File: config.mk
export PLATFORM = sky130hd
export DESIGN_NAME = if_pc_gen_flat
export DESIGN_NICKNAME = d
export VERILOG_FILES = /design/src/rtl/if_pc_gen_if.sv /design/src/rtl/if_pc_gen.sv /design/src/flat_wrapper.sv
export SDC_FILE = /design/constraint.sdc
export NUM_CORES = 1
export LEC_CHECK = 0
export ABC_AREA = 0
export CAP_MARGIN = 40
export CORE_UTILIZATION = 39
export CTS_CLUSTER_SIZE = 8
export DETAILED_ROUTE_END_ITERATION = 7
export PLACE_DENSITY_LB_ADDON = 0.25
export SETUP_SLACK_MARGIN = 0.2
export SYNTH_ARGS = -nofsm -noshare
export SYNTH_HDL_FRONTEND = slang
export SYNTH_SLANG_ARGS = --single-unit
File: constraint.sdc
create_clock -name clk -period 2.15 [get_ports clk]
set_input_delay 0.215 -clock clk [delete_from_list [all_inputs] [get_ports clk]]
set_output_delay 0.215 -clock clk [all_outputs]
set_load 0.005 [all_outputs]
File: src/rtl/if_pc_gen_if.sv
// Fetch-stage bundle: SRAM-style instruction bus plus the IF/ID valid/ready handshake.
// The master side is the PC generator; the slave side is the memory and the IF/ID register.
interface if_pc_gen_if #(
  parameter int ADDR_WIDTH = 32,
  parameter int DATA_WIDTH = 32
);
  logic                  inst_req;
  logic [ADDR_WIDTH-1:0] inst_addr;
  logic                  inst_addr_ok;
  logic                  inst_data_ok;
  logic [DATA_WIDTH-1:0] inst_rdata;
  logic                  if_valid;
  logic                  if_ready;
  logic [ADDR_WIDTH-1:0] if_pc;
  logic [DATA_WIDTH-1:0] if_inst;
  logic                  if_adef;

  modport master (
    output inst_req, inst_addr,
    input  inst_addr_ok, inst_data_ok, inst_rdata,
    output if_valid, if_pc, if_inst, if_adef,
    input  if_ready
  );

  modport slave (
    input  inst_req, inst_addr,
    output inst_addr_ok, inst_data_ok, inst_rdata,
    input  if_valid, if_pc, if_inst, if_adef,
    output if_ready
  );
endinterface

File: src/rtl/if_pc_gen.sv
// Instruction-fetch PC generator: one outstanding bus transaction, redirect on flush,
// and a drop flag that swallows the response of a request orphaned by a redirect.
module if_pc_gen #(
  parameter int                    ADDR_WIDTH = 32,
  parameter int                    DATA_WIDTH = 32,
  parameter logic [ADDR_WIDTH-1:0] RESET_PC   = 32'h1c000000
) (
  input  logic                  clk,
  input  logic                  rst,
  input  logic                  flush_if,
  input  logic [ADDR_WIDTH-1:0] flush_pc,
  if_pc_gen_if.master           bus
);

  typedef enum logic [1:0] {
    S_REQ  = 2'd0,
    S_WAIT = 2'd1,
    S_HOLD = 2'd2
  } state_t;

  state_t                state_q;
  logic [ADDR_WIDTH-1:0] pc_q;
  logic                  drop_q;
  logic                  valid_q;
  logic [ADDR_WIDTH-1:0] if_pc_q;
  logic [DATA_WIDTH-1:0] if_inst_q;
  logic                  if_adef_q;

  logic                  misaligned;
  logic                  req_fire;
  logic [ADDR_WIDTH-1:0] pc_d;

  function automatic logic [ADDR_WIDTH-1:0] pc_next(input logic [ADDR_WIDTH-1:0] pc);
    return pc + ADDR_WIDTH'(4);
  endfunction

  assign misaligned = (pc_q[1:0] != 2'b00);
  assign pc_d       = pc_next(pc_q);

  // Request is derived from registered state only; reset holds it low immediately.
  assign bus.inst_req  = !rst && (state_q == S_REQ) && !misaligned;
  assign bus.inst_addr = pc_q;
  assign req_fire      = bus.inst_req && bus.inst_addr_ok;

  assign bus.if_valid = valid_q;
  assign bus.if_pc    = if_pc_q;
  assign bus.if_inst  = if_inst_q;
  assign bus.if_adef  = if_adef_q;

  always_ff @(posedge clk) begin
    if (rst) begin
      state_q   <= S_REQ;
      pc_q      <= RESET_PC;
      drop_q    <= 1'b0;
      valid_q   <= 1'b0;
      if_pc_q   <= '0;
      if_inst_q <= '0;
      if_adef_q <= 1'b0;
    end else if (flush_if) begin
      pc_q <= flush_pc;
      case (state_q)
        S_REQ: begin
          // A request accepted this very cycle is already in flight and must be swallowed.
          if (req_fire) begin
            drop_q  <= 1'b1;
            state_q <= S_WAIT;
          end else begin
            state_q <= S_REQ;
          end
        end
        S_WAIT: begin
          if (bus.inst_data_ok) begin
            drop_q  <= 1'b0;
            state_q <= S_REQ;
          end else begin
            drop_q  <= 1'b1;
          end
        end
        S_HOLD: begin
          valid_q <= 1'b0;
          state_q <= S_REQ;
        end
        default: state_q <= S_REQ;
      endcase
    end else begin
      case (state_q)
        S_REQ: begin
          if (misaligned) begin
            if_pc_q   <= pc_q;
            if_inst_q <= '0;
            if_adef_q <= 1'b1;
            valid_q   <= 1'b1;
            state_q   <= S_HOLD;
          end else if (req_fire) begin
            state_q <= S_WAIT;
          end
        end
        S_WAIT: begin
          if (bus.inst_data_ok) begin
            if (drop_q) begin
              drop_q  <= 1'b0;
              state_q <= S_REQ;
            end else begin
              if_inst_q <= bus.inst_rdata;
              if_pc_q   <= pc_q;
              if_adef_q <= 1'b0;
              valid_q   <= 1'b1;
              pc_q      <= pc_d;
              state_q   <= S_HOLD;
            end
          end
        end
        S_HOLD: begin
          // A faulting PC was never advanced, so it re-faults until redirected.
          if (bus.if_ready) begin
            valid_q <= 1'b0;
            state_q <= S_REQ;
          end
        end
        default: state_q <= S_REQ;
      endcase
    end
  end

  a_rsp_only_in_wait: assert property (@(posedge clk) disable iff (rst)
    bus.inst_data_ok |-> (state_q == S_WAIT));

endmodule
File: src/flat_wrapper.sv
// flat-port wrapper written by rule: the top's interface ports become plain ports
module if_pc_gen_flat 
#(
  parameter int                    ADDR_WIDTH = 32,
  parameter int                    DATA_WIDTH = 32,
  parameter logic [ADDR_WIDTH-1:0] RESET_PC   = 32'h1c000000
)
  (clk, rst, flush_if, flush_pc, bus_inst_req, bus_inst_addr, bus_inst_addr_ok, bus_inst_data_ok, bus_inst_rdata, bus_if_valid, bus_if_pc, bus_if_inst, bus_if_adef, bus_if_ready);
  if_pc_gen_if #(.ADDR_WIDTH(ADDR_WIDTH), .DATA_WIDTH(DATA_WIDTH)) bus_i ();
  input  logic clk;
  input  logic rst;
  input  logic flush_if;
  input  logic [ADDR_WIDTH-1:0] flush_pc;
  output wire logic [$bits(bus_i.inst_req)-1:0] bus_inst_req;
  output wire logic [$bits(bus_i.inst_addr)-1:0] bus_inst_addr;
  input wire logic [$bits(bus_i.inst_addr_ok)-1:0] bus_inst_addr_ok;
  input wire logic [$bits(bus_i.inst_data_ok)-1:0] bus_inst_data_ok;
  input wire logic [$bits(bus_i.inst_rdata)-1:0] bus_inst_rdata;
  output wire logic [$bits(bus_i.if_valid)-1:0] bus_if_valid;
  output wire logic [$bits(bus_i.if_pc)-1:0] bus_if_pc;
  output wire logic [$bits(bus_i.if_inst)-1:0] bus_if_inst;
  output wire logic [$bits(bus_i.if_adef)-1:0] bus_if_adef;
  input wire logic [$bits(bus_i.if_ready)-1:0] bus_if_ready;
  assign bus_inst_req = bus_i.inst_req;
  assign bus_inst_addr = bus_i.inst_addr;
  assign bus_i.inst_addr_ok = bus_inst_addr_ok;
  assign bus_i.inst_data_ok = bus_inst_data_ok;
  assign bus_i.inst_rdata = bus_inst_rdata;
  assign bus_if_valid = bus_i.if_valid;
  assign bus_if_pc = bus_i.if_pc;
  assign bus_if_inst = bus_i.if_inst;
  assign bus_if_adef = bus_i.if_adef;
  assign bus_i.if_ready = bus_if_ready;
  if_pc_gen #(.ADDR_WIDTH(ADDR_WIDTH), .DATA_WIDTH(DATA_WIDTH), .RESET_PC(RESET_PC)) u_core (.clk(clk), .rst(rst), .flush_if(flush_if), .flush_pc(flush_pc), .bus(bus_i));
endmodule
==> parameters.txt <==
Parameter                              Value

Outcome
  Result of the run    finished, final reports clean

Synthesis
  Count of cell types in the netlist    48
  Post-synthesis cell type with the largest combined area    sky130_fd_sc_hd__dfxtp_1
  Fraction of post-synthesis cell area in the top cell type by area    0.473
  Xor-xnor portion of the synthesized cell area    0.0144
  Simple-gate portion of the synthesized area    0.215
  Sequential-to-total area share from yosys stat    0.473
  Count of state elements after synthesis    roughly 100
  Mapped cell area    4270 sq um
  Most used flip-flop cell after synthesis    sky130_fd_sc_hd__dfxtp_1
  Mean cell area of the mapped netlist    about 9.3 sq um
  Dominant combinational cell family by area after synthesis    simple AND/OR/NAND/NOR gates
  Compound-cell area share of the yosys netlist    0.172
  Share of synthesized area spent on multiplexers    0.0797
  Post-Synth Adder-Cell Area    0.00293
  Top post-synthesis cells by count    sky130_fd_sc_hd__dfxtp_1, sky130_fd_sc_hd__nor2_1, sky130_fd_sc_hd__mux2i_1, sky130_fd_sc_hd__a22o_1, sky130_fd_sc_hd__clkbuf_1
  YS warnings    0
  Synth top area cells    sky130_fd_sc_hd__dfxtp_1, sky130_fd_sc_hd__mux2i_1, sky130_fd_sc_hd__a22o_1, sky130_fd_sc_hd__nor2_1, sky130_fd_sc_hd__clkbuf_1
  Most repeated cell in the gate-level netlist after synthesis    sky130_fd_sc_hd__dfxtp_1
  Share of async-settable or async-resettable flops after synthesis    0
  Count of flip-flops with a built-in enable after synthesis    0
  Number of nets produced by synthesis    approximately 530
  Synthesized instance count    457

Detailed routing
  Via/cell ratio    roughly 5.5
  Total via count after detailed routing    around 4300
  Initial detailed-routing violation count    about 180
  DR DRC count    0
  First drt pass iteration count    4
  Final ANT Viol Nets    0
  Routed wire length    13000 um
  Routed wire length per instance    16.6 um

Worst setup path
  Worst EP required    between 2 and 2.5 ns
  Slowest library cell on the worst path    sky130_fd_sc_hd__or4_4
  Slowest stage delay, CP    between 0.5 and 0.6 ns
  Crit path buffers/inverters    1
  Cell breakdown of the critical path    nand4_4, or4_4, buf_4, or4_1, o211ai_1
  Depth of the worst register-to-register path    5
  Critical path depth in cells    5
  Critical Path Start Type    register
  Critical Path Source    u_core.bus.inst_addr[10]
  Biggest fanout along the worst timing path    8
  Kind of end point of the critical path    register
  Setup slack of the worst register-to-register path    roughly 0.23 ns
  Worst Path Class, Setup    reg -> reg
  Family of cells with the greatest summed delay on the critical path    simple AND/OR/NAND/NOR gates
  Arrival time worst endpoint    approximately 2.2 ns
  Startpoint of the lowest-slack register-to-register path    u_core.bus.inst_addr[10]
  Capture point of the worst reg-to-reg path    u_core.bus.inst_addr[31]

Min path
  Worst hold path stage count    2
  Hold crit path type    in -> reg
  Worst hold start    rst
  Worst-case hold path end point    u_core.bus.if_pc[29]

Clocking
  Number of H-tree branching levels    3
  Clock input transition at the sequential cells of the worst setup and hold paths    about 0.1 ns
  Clock latency at the later pin of the worst-skew pair    approximately 0.36 ns
  Number of clock buffers inserted by TritonCTS    9
  Hold buffer count at CTS    0
  Library cell used as clock root buffer    sky130_fd_sc_hd__clkbuf_8
  Clock tree from TritonCTS    yes
  Sinks on the clock net    101
  Clock buffer depth    2

STA
  Worst Clk Skew    0.0118 ns
  Setup violations, final    0
  Max-slew headroom    0.671
  Unrepaired setup endpoints after global routing    true
  Final sum of negative setup slack    0 ns
  Highest clock rate    0.522 GHz
  Final count of pins violating max slew    0
  Worst hold slack    roughly 0.21 ns
  Final worst path period share    0.891
  Actual transition at the worst max-transition pin    0.489 ns
  Setup slack after layout    about 0.23 ns
  Count of endpoints failing hold in the final timing report    0
  Final critical path time including I/O delays and setup    between 1.5 and 2 ns

Placed design
  Placed wire-length estimate    approximately 9400 um
  Count of buffers from port buffering    approximately 170
  Post-Place Worst Slack    -0.175 ns
  Number of cells in the design after placement    ~760
  Placer congestion estimate    slightly below 0.9
  Post-place instance area    6350 sq um

Layout
  Count of non-filler cells in the finished layout    782
  Final layout net count    around 700
  Fill count    a little under 900
  Final cell utilization of the core    0.643
  Post-synthesis to final-layout area growth    57.6%
  Fraction of layout cells with a size suffix above 1    0.146
  Antenna cells    0
  Final cell area excluding filler cells    about 6700 sq um

Floorplan
  Die ar.    roughly 11000 sq um
  Floorplan core area    10500 sq um
  Die width    roughly 110 um
  Ports placed on the boundary    approximately 170
  Site row count    37
  Die Span Y    approximately 110 um
  Starting utilization of the core area    0.408

Power and ir drop
  Leakage    between 2 and 2.5 nW
  Final Power    just under 4 mW
  Worst vdd rail ir drop    roughly 300 uV
  Areal power density over the cells    between 500 and 600 nW/um^2

Global routing
  Vias in the first global route    between 4000 and 5000
  Global-route wire length before repair    ~21000 um
  Total congestion overflow    0
  Largest net degree at the start of global routing    35
  GRT Overall Usage    0.230
  Number of antenna violations at the first check in global routing    0

Run
  MaxCap Viol Count    0
-- cell usage in the layout, fill, tap and decap left out, drive strengths merged, types with 9 or more instances in the layout --
| master | netlist | routed |
|---|---|---|
| or3 | 16 | 16 |
| o21ai | 10 | 10 |
| nand2 | 15 | 15 |
| nor3 | 14 | 14 |
| nand4 | 15 | 15 |
| or4 | 10 | 10 |
| a311oi | 11 | 11 |
| a22o | 32 | 32 |
| mux2i | 34 | 34 |
| clkdlybuf4s50 | 0 | 166 |
| dfxtp | 101 | 101 |
| clkbuf | 32 | 12 |
| buf | 8 | 46 |
| inv | 7 | 9 |
| nor2 | 62 | 62 |
-- per-layer routing --
| metal | vias up | track usage | wire length (um) | part of all wire |
|---|---|---|---|---|
| met5 | - | 0 | 0 | 0 |
| met4 | 0 | 0.0802 | 246 | 0.019 |
| met3 | 25 | 0.0377 | 748 | 0.058 |
| met2 | 135 | 0.388 | 6350 | 0.49 |
| met1 | 2049 | 0.297 | 5650 | 0.43 |
| li1 | 2066 | - | - | - |
-- report_power, final --
group          internal (mW)  total, mW  switching [mW]
sequential              1.95       2.05          0.0980
combinational          0.439      0.728           0.289
clock                  0.462       1.11           0.650
total                   2.86       3.89            1.04
-- flip-flops by register name, summed over array words and instances (netlist names) --
register              flops
u_core.drop_q             1
u_core.bus.if_adef        1
u_core.bus.if_inst       32
u_core.bus.inst_addr     32
u_core.bus.if_valid       1
u_core.bus.if_pc         32
u_core.state_q            2
-- final cells by class --
cell class                 instances  area (sq um)  share of cell area
timing repair buffer             213          2090               0.310
clock buffer                      12           145              0.0216
multi-input combinational        309          2210               0.329
tap                              136           170              0.0253
clock inverter                     4          31.3             0.00465
inverter                           7          26.3             0.00390
sequential                       101          2060               0.306
-- worst max-delay path by stage --
stage / endpoint / slack [ns]
final: u_core.bus.inst_addr[31] / 0.23
after global routing: u_core.bus.inst_addr[23] / 0.16
after CTS: u_core.bus.inst_addr[28] / 0.20
after detailed placement: u_core.bus.inst_addr[23] / -0.17
after global placement: u_core.bus.inst_addr[23] / -0.16
after floorplan: u_core.bus.inst_addr[23] / 0.20
-- logic make-up (layout without fill, tap and decap cells) --
| group | Yosys count | after routing |
|---|---|---|
| mux | 34 | 34 |
| fa+ha+maj | 1 | 1 |
| simple gates | 172 | 172 |
| buf+inv | 47 | 236 |
| xor+xnor | 7 | 7 |
| flops | 101 | 101 |
| compound gates | 95 | 95 |
-- what timing repair did --
action	in CTS	in global routing
gates resized for setup	16	14
buffers inserted	4	4
cloned	0	0
setup endpoints to repair	13	30
pin swaps	1	2
Note: power is estimated with default switching activity, not from simulation.
